[src/rtl/crc32_d16_rx_check.sv]
`default_nettype none
// ============================================================================
// Module   : crc32_d16_rx_check
// Brief    : Receive-side CRC-32 FCS checker for a framed 16-bit MAC datapath.
// Revision : 1.0 - initial release
// ============================================================================
module crc32_d16_rx_check #(
    parameter logic [31:0] RESIDUE = 32'hC704DD7B,
    parameter int          CNT_W   = 16
) (
    input  logic             clk,
    input  logic             rst,
    input  logic             in_valid,
    input  logic             in_sop,
    input  logic             in_eop,
    input  logic             in_odd,
    input  logic [15:0]      in_data,
    output logic             stat_valid,
    output logic             stat_ok,
    output logic             stat_runt,
    output logic [15:0]      stat_len,
    output logic             proto_err,
    output logic [CNT_W-1:0] good_cnt,
    output logic [CNT_W-1:0] bad_cnt
);

    localparam logic [31:0] c_POLY = 32'h04C11DB7;
    localparam logic [31:0] c_INIT = 32'hFFFF_FFFF;

    typedef enum logic [0:0] {
        S_IDLE     = 1'b0,
        S_IN_FRAME = 1'b1
    } state_t;

    state_t      r_state;
    state_t      w_state_nxt;
    logic [31:0] r_crc;
    logic [15:0] r_len;

    logic        w_start, w_cont, w_accept, w_abort, w_final, w_half;
    logic [31:0] w_crc_base, w_crc_nxt;
    logic [15:0] w_len_base, w_len_nxt;
    logic [16:0] w_len_sum;
    logic        w_runt, w_ok, w_perr;
    logic        w_stat_fire, w_stat_ok, w_stat_runt;
    logic [15:0] w_stat_len;

    // MSB-first, non-reflected byte update
    function automatic logic [31:0] crc_byte(input logic [31:0] crc, input logic [7:0] b);
        logic [31:0] c;
        logic        fb;
        c = crc;
        for (int i = 7; i >= 0; i--) begin
            fb = c[31] ^ b[i];
            c  = {c[30:0], 1'b0} ^ (fb ? c_POLY : 32'h0);
        end
        return c;
    endfunction

    always_comb begin
        w_start     = in_valid & in_sop;
        w_cont      = in_valid & ~in_sop & (r_state == S_IN_FRAME);
        w_accept    = w_start | w_cont;
        w_abort     = w_start & (r_state == S_IN_FRAME);
        w_final     = w_accept & in_eop;
        w_half      = in_eop & in_odd;

        w_crc_base  = w_start ? c_INIT : r_crc;
        w_len_base  = w_start ? 16'd0 : r_len;
        w_crc_nxt   = w_half ? crc_byte(w_crc_base, in_data[15:8])
                             : crc_byte(crc_byte(w_crc_base, in_data[15:8]), in_data[7:0]);
        w_len_sum   = {1'b0, w_len_base} + (w_half ? 17'd1 : 17'd2);
        w_len_nxt   = w_len_sum[16] ? 16'hFFFF : w_len_sum[15:0];

        w_runt      = (w_len_nxt < 16'd5);
        w_ok        = (w_crc_nxt == RESIDUE) & ~w_runt;
        w_perr      = (in_valid & ~in_sop & (r_state == S_IDLE))
                    | w_abort
                    | (in_valid & in_odd & ~in_eop);

        // An abort reports the frame that was open; its bytes are already in r_len.
        w_stat_fire = w_abort | w_final;
        w_stat_ok   = w_abort ? 1'b0 : w_ok;
        w_stat_runt = w_abort ? (r_len < 16'd5) : w_runt;
        w_stat_len  = w_abort ? r_len : w_len_nxt;

        w_state_nxt = r_state;
        if (w_accept) begin
            w_state_nxt = in_eop ? S_IDLE : S_IN_FRAME;
        end
    end

    always_ff @(posedge clk) begin
        if (!rst) begin
            r_state    <= S_IDLE;
            r_crc      <= c_INIT;
            r_len      <= 16'd0;
            stat_valid <= 1'b0;
            stat_ok    <= 1'b0;
            stat_runt  <= 1'b0;
            stat_len   <= 16'd0;
            proto_err  <= 1'b0;
            good_cnt   <= '0;
            bad_cnt    <= '0;
        end else begin
            r_state    <= w_state_nxt;
            stat_valid <= w_stat_fire;
            proto_err  <= w_perr;
            if (w_accept) begin
                r_crc <= w_crc_nxt;
                r_len <= w_len_nxt;
            end
            if (w_stat_fire) begin
                stat_ok   <= w_stat_ok;
                stat_runt <= w_stat_runt;
                stat_len  <= w_stat_len;
                if (w_stat_ok) begin
                    if (good_cnt != {CNT_W{1'b1}}) good_cnt <= good_cnt + 1'b1;
                end else begin
                    if (bad_cnt != {CNT_W{1'b1}}) bad_cnt <= bad_cnt + 1'b1;
                end
            end
        end
    end

endmodule
`default_nettype wire

[config.mk]
export PLATFORM = sky130hd
export DESIGN_NAME = crc32_d16_rx_check
export DESIGN_NICKNAME = d
export VERILOG_FILES = /design/src/rtl/crc32_d16_rx_check.sv
export SDC_FILE = /design/constraint.sdc
export NUM_CORES = 1
export LEC_CHECK = 0
export BUFFER_PORTS_ARGS = -buffer_cell sky130_fd_sc_hd__buf_2
export CAP_MARGIN = 5
export CELL_PAD_IN_SITES_DETAIL_PLACEMENT = 1
export CELL_PAD_IN_SITES_GLOBAL_PLACEMENT = 2
export CORE_MARGIN = 5
export CORE_UTILIZATION = 31
export CTS_CLUSTER_DIAMETER = 100
export DETAILED_ROUTE_END_ITERATION = 8
export PLACE_DENSITY_LB_ADDON = 0.1
export SYNTH_ARGS = -nofsm -noshare
export SYNTH_HDL_FRONTEND = slang
export SYNTH_SLANG_ARGS = --single-unit
[constraint.sdc]
create_clock -name clk -period 9.8 [get_ports clk]
set_input_delay 1.47 -clock clk [delete_from_list [all_inputs] [get_ports clk]]
set_output_delay 1.47 -clock clk [all_outputs]
set_load 0.03 [all_outputs]
# After elaboration in Yosys (flattened, before gate mapping)
# Index checks and enable logic that the tools add are counted.
dict set report op_classes {
  n_lt_le_gt_ge 2
  n_mux 25
  n_bitwise 51
  n_addsub 3
  n_reduce_logical 2
  n_eq_ne 3
}
# cell count
set ops {}
lappend ops {{32-bit by 27-bit XOR with 32-bit output} 16}
lappend ops {{27-bit 2-to-1 mux} 16}
lappend ops {{32-bit 2-to-1 mux} 2}
lappend ops {{16-bit 2-to-1 mux} 3}
lappend ops {{16-bit by 1-bit adder with 16-bit output (second input constant)} 2}
lappend ops {{32-bit == test (second input constant)} 1}
lappend ops {{16-bit by 3-bit less-than comparator with 1-bit output (second input constant)} 2}
lappend ops {{16-bit inequality test (second input constant)} 2}
lappend ops {{16-bit by 2-bit adder with 17-bit output} 1}
lappend ops {{1-bit XOR} 16}
lappend ops {{1-bit bitwise AND} 10}
lappend ops {{3-bit AND reduction} 2}
lappend ops {{1-bit NOT} 5}
lappend ops {{1-bit bitwise OR} 4}
lappend ops {{1-bit 2-to-1 mux} 3}
lappend ops {{2-bit 2-to-1 mux} 1}
dict set report word_totals {
  reg_bits 101
  elab_cells 96
}

# Longest topological paths before layout
# Gate-level depths: netlist (run 1).
dict set report logic_depth {
  depth_word 56
  mapped_depth 22
  ltp_nobuf 16
}

# Worst setup path after synthesis (run 1)
# No wires, ideal clock.
dict set report synth_timing {
  path_type {input to register}
  from {input in_sop}
  to {register good_cnt[14]}
  setup_ns 0.070
  required_ns 9.730
  cell_stages 21
  arrival_ns 5.706
  path_slack_ns 4.024
  cell_sequence {buf_2 > nand2_1 > clkbuf_1 > clkbuf_1 > clkbuf_1 > and2_1 > ha_1 > inv_1 > fa_1 > nand3b_1 > nor2_1 > and3_1 > a21oi_1 > nor3b_1 > nand4b_1 > nand4_1 > nor3_1 > nand4_1 > buf_2 > or3_1 > a21oi_1}
}
dict set report synth_via {
  elab_chain_cells 29
}
# element line
set synth_rtl {}
lappend synth_rtl {{start, declared} 14} ;# input logic in_sop,
lappend synth_rtl {{1-bit bitwise AND} 61} ;# w_start = in_valid & in_sop;
lappend synth_rtl {{32-bit 2-to-1 mux} 68} ;# w_crc_base = w_start ? c_INIT : r_crc;
lappend synth_rtl {{1-bit XOR / 32-bit by 27-bit XOR with 32-bit output (equally long branches)} {54, 55}}
lappend synth_rtl {{27-bit 2-to-1 mux, or another cell as far along} 55} ;# c = {c[30:0], 1'b0} ^ (fb ? c_POLY : 32'h0);
lappend synth_rtl {{32-bit by 27-bit XOR with 32-bit output, or another cell as far along (2 in a row)} 55}
lappend synth_rtl {{32-bit by 27-bit XOR with 32-bit output / 27-bit 2-to-1 mux (equally long branches)} 55}
lappend synth_rtl {{32-bit by 27-bit XOR with 32-bit output (3 in a row)} 55}
lappend synth_rtl {{1-bit XOR / 32-bit by 27-bit XOR with 32-bit output (equally long branches)} {54, 55}}
lappend synth_rtl {{[10 not listed]} -}
lappend synth_rtl {{1-bit XOR, or another cell as far along} 54} ;# fb = c[31] ^ b[i];
lappend synth_rtl {{27-bit 2-to-1 mux / 32-bit by 27-bit XOR with 32-bit output (equally long branches)} 55}
lappend synth_rtl {{32-bit by 27-bit XOR with 32-bit output} 55}
lappend synth_rtl {{32-bit 2-to-1 mux} 70} ;# w_crc_nxt = w_half ? crc_byte(w_crc_base, in_data[15:8])
lappend synth_rtl {{32-bit == test} 76} ;# w_ok = (w_crc_nxt == RESIDUE) & ~w_runt;
lappend synth_rtl {{1-bit bitwise AND} 76}
lappend synth_rtl {{1-bit 2-to-1 mux} 83} ;# w_stat_ok = w_abort ? 1'b0 : w_ok;
lappend synth_rtl {{3-bit AND reduction (no line) *} -}
lappend synth_rtl {{end signal, assigned} 118} ;# if (good_cnt != {CNT_W{1'b1}}) good_cnt <= good_cnt + 1'b1;
lappend synth_rtl {{end, declared} 23} ;# output logic [CNT_W-1:0] good_cnt,
# Every way passes the cells marked *; elsewhere a longest branch is shown, timed or not.
# A chain may end at the register's enable or synchronous reset.

# Worst setup path after layout (run 1)
dict set report layout_timing {
  from {input in_valid}
  to {register good_cnt[3]}
}
dict set report layout_via {
  elab_chain_cells 29
}
# element line
set layout_rtl {}
lappend layout_rtl {{start, declared} 13} ;# input logic in_valid,
lappend layout_rtl {{1-bit bitwise AND} 61}
lappend layout_rtl {{32-bit 2-to-1 mux} 68}
lappend layout_rtl {{1-bit XOR / 32-bit by 27-bit XOR with 32-bit output (equally long branches)} {54, 55}}
lappend layout_rtl {{27-bit 2-to-1 mux, or another cell as far along} 55}
lappend layout_rtl {{32-bit by 27-bit XOR with 32-bit output, or another cell as far along (2 in a row)} 55}
lappend layout_rtl {{32-bit by 27-bit XOR with 32-bit output / 27-bit 2-to-1 mux (equally long branches)} 55}
lappend layout_rtl {{32-bit by 27-bit XOR with 32-bit output (3 in a row)} 55}
lappend layout_rtl {{1-bit XOR / 32-bit by 27-bit XOR with 32-bit output (equally long branches)} {54, 55}}
lappend layout_rtl {{[10 not listed]} -}
lappend layout_rtl {{1-bit XOR, or another cell as far along} 54}
lappend layout_rtl {{27-bit 2-to-1 mux / 32-bit by 27-bit XOR with 32-bit output (equally long branches)} 55}
lappend layout_rtl {{32-bit by 27-bit XOR with 32-bit output} 55}
lappend layout_rtl {{32-bit 2-to-1 mux} 70}
lappend layout_rtl {{32-bit == test} 76}
lappend layout_rtl {{1-bit bitwise AND} 76}
lappend layout_rtl {{1-bit 2-to-1 mux} 83}
lappend layout_rtl {{3-bit AND reduction (no line) *} -}
# Marks and branches as above.

==> results.sh, run 1 <==
export IMPL_setup_violations=0
export IMPL_nNetsFinal=1023
export IMPL_grt_pass1_vias=7207
export IMPL_path_delay_family="simple AND/OR/NAND/NOR gates"
export IMPL_diodes=0
export IMPL_cts_buffers=9
export IMPL_clock_skew_ps=13.64
export IMPL_core_um2=25330
export IMPL_cts_path_max_buffers=2
export IMPL_num_vias=7145
export IMPL_ys_warn_count=0
export IMPL_syn_num_nets=1001
export IMPL_avgViaCountPerCell=5.368
export IMPL_postSynthCellCount=974
export IMPL_start_kind="input port"
export IMPL_slowest_delay_ps=630
export IMPL_setup_ws_ps=3252
export IMPL_nFillCells=3096
export IMPL_grt_overflow=0
export IMPL_dp_cells=1315
export IMPL_worstHoldStart="bad_cnt[8]"
export IMPL_row_count=58
export IMPL_hold_buffers=0
export IMPL_cts_resized=0
export IMPL_ys_ff_latch=101
export IMPL_clock_latency_ps=360
export IMPL_reg2reg_depth=12
export IMPL_gp_congestion=0.7894
export IMPL_antenna_found_initial=0
export IMPL_worst_path_buf_inv=3
export IMPL_r2r_end="good_cnt[3]"
export IMPL_wl_per_cell_um=21.01
export IMPL_hold_path_class="flip-flop to flip-flop"
export IMPL_p_int_mw=2.005
export IMPL_power_density_nw_per_um2=429.8
export IMPL_ff2ff_setup_slack_ps=4610
export IMPL_grt_pass1_wl_mm=43.91
export IMPL_finalWirelength_mm=27.97
export IMPL_comb_power_share_pct=75.8
export IMPL_arrival_ps=6840
export IMPL_first_iter_violations=422
export IMPL_criticalPathCategory="input port to flip-flop"
export IMPL_status="finished clean"
export IMPL_port_buffers=73
export IMPL_tightest_slew_ps=991.8
export IMPL_yosysSeqAreaShare_pct=25.24
export IMPL_fmax_ghz=0.1527
export IMPL_pwr_share_clk_pct=10.2
export IMPL_async_reset_ff_share_pct=0
export IMPL_pre_cts_ws_ps=2867
export IMPL_power_switching_mw=1.816
export IMPL_worst_ir_drop_vdd_uv=235.4
export IMPL_crit_chain="buf_2, nand2_1, buf_4, and2_1, ha_1, inv_1, fa_1, nand3b_1, nor2_1, and3_1, a21oi_1, nor3b_1, nand4b_1, nand4_1, nor3_1, nand4_1, or4_1, a21oi_1"
export IMPL_synth_cell_types=68
export IMPL_die_y_um=170.7
export IMPL_cp_slowest_cell="or4_1"
export IMPL_clkSlewWorstSetupHoldPaths_ps=80
export IMPL_htreeDepth=3
export IMPL_cts_root_buffer="clkbuf_16"
export IMPL_firstDrtPassIters=4
export IMPL_rsz0062_at_grt="no"
export IMPL_io_pins=74
export IMPL_dieArea_um2=29150
export IMPL_start_util_pct=31.63
export IMPL_grtUsageTotal_pct=19.35
export IMPL_drv_cap=0
export IMPL_postRouteAntennaNets=0
export IMPL_cts_setup_buffers=0
export IMPL_hold_violations=0
export IMPL_worst_path_stages=18
export IMPL_min_period_over_period_pct=66.82
export IMPL_syn_area_um2=8010
export IMPL_switching_share_pct=47.53
export IMPL_crit_fanout=20
export IMPL_synth_top_flop_cell="dfxtp_1"
export IMPL_cts_sinks=101
export IMPL_min_period_ps=6549
export IMPL_finalNonFillerCells=1331
export IMPL_syn_area_per_cell_um2=8.224
export IMPL_min_path_cells=2
export IMPL_worstReg2RegStart="r_crc[31]"
export IMPL_drc=0
export IMPL_drive_above_1_share_pct=13.59
export IMPL_required_ps=10090
export IMPL_leakage_nw=3.593
export IMPL_final_max_slew_viol_count=0
export IMPL_dp_final_hpwl_mm=20.55
export IMPL_maxSlewHeadroom_pct=33.04
export IMPL_power_frac_seq_pct=13.9
export IMPL_fin_tns_setup_ps=0
export IMPL_cts_tree="yes"
export IMPL_grt_max_degree=49
export IMPL_hold_path_end="bad_cnt[8]"
export IMPL_end_kind="flip-flop"
export IMPL_die_w_um=170.7
export IMPL_synth_edf_count=0
export IMPL_area_growth_synth_to_final_pct=11.00
[metrics by stage]
stage | area, um2 | hold WS (ps) | util (%) | total power, mW
3_5_place_dp | 8586 | 476.4 | 33.90 | 3.400
5_1_grt | 8891 | 512.1 | 35.11 | 4.046
4_1_cts | 8891 | 492.2 | 35.11 | 3.829
3_3_place_gp | 8586 | 470.5 | 33.90 | 3.421
6_report | 8891 | 483.5 | 35.11 | 3.821
2_1_floorplan | 8010 | 439.7 | - | 2.722
[metal layers]
metal  share of wire (%)  routed length [um]  track usage, %
met3                 3.9                1095           2.634
met1                  50               14030           28.30
met4                0.63                 177           2.813
met2                  45               12660           31.14
met5                   0                   0               0
[worst reg2reg max path, delay by kind of cell (launching register included)]
kind             cells  cell delay [ps]
XOR/XNOR             5             2220
AND/OR/NAND/NOR      4             1820
flip-flops           1              640
AO/OA/AOI/OAI        3              450
[power groups by stage]
stage / registers, mW / logic, mW / clock network (mW)
global route: 0.538 / 3.09 / 0.421
finish: 0.533 / 2.90 / 0.391
global placement: 0.541 / 2.88 / 0
floorplan: 0.506 / 2.22 / 0
detailed placement: 0.541 / 2.86 / 0
CTS: 0.532 / 2.89 / 0.408
[cells in the final DEF, fill, tap and decap left out, types with 28 or more instances in the layout]
cell type and instances:
nor2_1 117, dfxtp_1 101, nand2_1 98, xnor2_1 92, a21oi_1 75, buf_2 73
o21ai_0 34, xor2_1 33, nand3_1 30, xnor3_1 28
[sequential cells by signal, summed over array words and instances (netlist names), 16 cells and up]
signal and count:
good_cnt 16, r_crc 32, bad_cnt 16, stat_len 16, r_len 16
[layout make-up]
cell class	instances	area (um2)	area share (%)
multi-input cells	781	5617	63.17
well taps	330	412.9	4.644
clock buffers	9	225.2	2.533
flip-flops and latches	101	2022	22.74
clock inverters	7	80.08	0.9006
repair buffers	88	478.0	5.376
inverters	15	56.30	0.6333
[worst max path at each step]
stage                         endpoint      from  slack, ps
after CTS                  good_cnt[3]  in_valid       3250
final                      good_cnt[3]  in_valid       3250
after global routing      good_cnt[10]  in_valid       2740
after global placement     good_cnt[3]  in_valid       3070
after floorplan           good_cnt[14]    in_sop       4020
after detailed placement   good_cnt[3]  in_valid       2870
[cells in the mapped netlist (13+ instances only)]
cell,instances,share of area (%)
a211oi_1,26,2.4
inv_1,14,0.66
xnor3_1,28,7.9
nor3_1,16,1.0
and3_1,19,1.5
buf_2,18,1.1
nand2_1,98,4.6
o31ai_1,16,1.5
o21ai_0,34,2.1
o211ai_1,22,2.1
or4_1,13,1.2
clkbuf_1,48,2.2
xor2_1,33,3.6
dfxtp_1,101,25
nor2_1,117,5.5
a21oi_1,75,4.7
xnor2_1,92,10
nand3_1,30,1.9
[logic make-up (layout without fill, tap and decap cells)]
family                   count (synthesis)  in the layout  synth area share, %
AO/OA/AOI/OAI                          227            227                18.23
XOR/XNOR                               179            179                27.99
adder cells (fa/ha/maj)                  5              5               0.8748
buffers and inverters                   92            119                4.842
flip-flops                             101            101                25.24
multiplexers                            10             10                1.265
AND/OR/NAND/NOR                        360            360                21.56
(Power assumes the default switching activity.)
==> run 2: changes to the inputs <==
==> constraint.sdc (replaced) <==
create_clock -name clk -period 6.62 [get_ports clk]
set_input_delay 0.993 -clock clk [delete_from_list [all_inputs] [get_ports clk]]
set_output_delay 0.993 -clock clk [all_outputs]
set_load 0.03 [all_outputs]
==> run 2 against run 1 <==
Net effect:
- clock power increased by 58%
- wire length increased by 2.0%
- critical path depth increased by 2
- largest cell class unchanged
- register-to-register slack got worse by 3100 ps
- global-route usage increased by 0.45 points
- critical endpoint unchanged
- non-clock buffer count increased by 5
- setup slack got worse by 2100 ps
- final cell count increased by 0.38%
- via count about the same
- worst hold slack got worse by 3.5 ps
==> results.sh, run 2 (same netlist as run 1, synthesis figures left out) <==
export IMPL_reg2reg_depth=13
export IMPL_top_usage_layer="met2"
export IMPL_grt_overflow=0
export IMPL_min_path_cells=2
export IMPL_cts_root_buffer="clkbuf_16"
export IMPL_row_count=58
export IMPL_core_um2=25330
export IMPL_use_met1_pct=28.94
export IMPL_first_iter_violations=482
export IMPL_htreeDepth=3
export IMPL_largest_register_ffs=32
export IMPL_gp_congestion=0.8938
export IMPL_min_period_ps=5479
export IMPL_wl_per_cell_um=21.35
export IMPL_start_util_pct=31.63
export IMPL_diodes=0
export IMPL_crit_fanout=19
export IMPL_use_met3_pct=2.518
export IMPL_criticalPathCategory="input port to flip-flop"
export IMPL_finalPower_mw=5.802
export IMPL_area_growth_synth_to_final_pct=11.76
export IMPL_fmax_ghz=0.1825
export IMPL_min_period_over_period_pct=82.76
export IMPL_ff2ff_setup_slack_ps=1550
export IMPL_required_ps=6910
export IMPL_cts_buffers=9
export IMPL_post_route_util_pct=35.35
export IMPL_drive_above_1_share_pct=14.02
export IMPL_cts_sinks=101
export IMPL_grt_pass1_wl_mm=44.68
export IMPL_start_kind="input port"
export IMPL_hold_violations=0
export IMPL_top_register="r_crc"
export IMPL_num_vias=7138
export IMPL_power_switching_mw=2.773
export IMPL_cts_path_max_buffers=2
export IMPL_status="finished clean"
export IMPL_setup_ws_ps=1141
export IMPL_io_pins=74
export IMPL_die_y_um=170.7
export IMPL_switching_share_pct=47.79
export IMPL_rsz0062_at_grt="no"
export IMPL_hold_path_class="flip-flop to flip-flop"
export IMPL_final_max_slew_viol_count=0
export IMPL_cts_tree="yes"
export IMPL_finalWirelength_mm=28.53
export IMPL_nNetsFinal=1028
export IMPL_postRouteAntennaNets=0
export IMPL_power_density_nw_per_um2=648.1
export IMPL_pwr_share_clk_pct=10.6
export IMPL_grt_max_degree=51
export IMPL_avgViaCountPerCell=5.343
export IMPL_drc=0
export IMPL_p_int_mw=3.029
export IMPL_pre_cts_ws_ps=723.4
export IMPL_leakage_nw=3.624
export IMPL_tightest_slew_ps=1144
export IMPL_grt_pass1_vias=7095
export IMPL_comb_power_share_pct=75.8
export IMPL_layout_commonest_cell="nor2_1"
export IMPL_setup_violations=0
export IMPL_dp_final_hpwl_mm=21.53
export IMPL_grtUsageTotal_pct=19.79
export IMPL_clock_latency_ps=360
export IMPL_port_buffers=73
export IMPL_final_cell_mix="117 x nor2_1, 101 x dfxtp_1, 98 x nand2_1"
export IMPL_die_w_um=170.7
export IMPL_hold_buffers=0
export IMPL_antenna_found_initial=0
export IMPL_dieArea_um2=29150
export IMPL_cts_setup_buffers=0
export IMPL_firstDrtPassIters=5
export IMPL_clock_skew_ps=15.14
export IMPL_met2_usage_pct=31.00
export IMPL_clkSlewWorstSetupHoldPaths_ps=80
export IMPL_arrival_ps=5770
export IMPL_drv_cap=0
export IMPL_end_kind="flip-flop"
export IMPL_power_frac_seq_pct=13.6
export IMPL_cts_resized=0
export IMPL_worst_ir_drop_vdd_uv=348.6
export IMPL_maxSlewHeadroom_pct=23.74
export IMPL_fin_tns_setup_ps=0
-- run 2: changes by cell type in the layout (fill, tap and decap cells not counted), sizes merged --
cell / change
clkinvlp: +1
bufinv: +1
buf: +5
clkinv: -2
-- run 2: final timing paths --
| path | startpoint | to |
|---|---|---|
| worst max-delay path | in_sop | good_cnt[3] |
| worst min-delay path | r_crc[11] | r_crc[11] |
| worst max register to register | r_crc[31] | good_cnt[3] |
| worst min register to register | r_crc[11] | r_crc[11] |
-- run 2: cell type report --
class | count | area, um2
fillers | 3022 | 16370
multi-input cells | 781 | 5617
flip-flops and latches | 101 | 2022
repair buffers | 93 | 515.5
well taps | 330 | 412.9
clock buffers | 9 | 225.2
clock inverters | 7 | 103.9
inverters | 15 | 56.30
-- run 2: layer usage --
layer / up-vias / share of wire, %
li1: 3473 / -
met1: 3515 / 50
met2: 123 / 45
met3: 27 / 3.3
met4: 0 / 2.0
met5: - / 0
-- run 2: metrics by stage --
| step | cell area, um2 | hold slack [ps] | instances |
|---|---|---|---|
| after floorplan | 8010 | 439.7 | 974 |
| after global placement | 8623 | 467.3 | 1320 |
| after detailed placement | 8623 | 475.6 | 1320 |
| after CTS | 8952 | 485.6 | 1336 |
| after global routing | 8952 | 521.1 | 1336 |
| final | 8952 | 480.0 | 1336 |
-- run 2: critical path, cell delays in order --
cell and delay [ps]:
buf_2 180, nand2_1 320, buf_4 300, and2_1 160
ha_1 160, inv_1 50, fa_1 430, nand3b_1 300
nor2_1 140, buf_4 180, and3_1 170, buf_4 180
a21oi_1 90, nor3b_1 160, nand4b_1 200, nand4_1 140
nor3_1 320, nand4_1 500, or4_1 640, a21oi_1 140
-- run 2: power by group through the flow --
| stage | clock network (mW) | logic (mW) | registers, mW |
|---|---|---|---|
| 2_1_floorplan | 0 | 3.28 | 0.749 |
| 3_3_place_gp | 0 | 4.36 | 0.807 |
| 3_5_place_dp | 0 | 4.33 | 0.805 |
| 4_1_cts | 0.646 | 4.36 | 0.792 |
| 5_1_grt | 0.670 | 4.66 | 0.803 |
| 6_report | 0.616 | 4.40 | 0.791 |
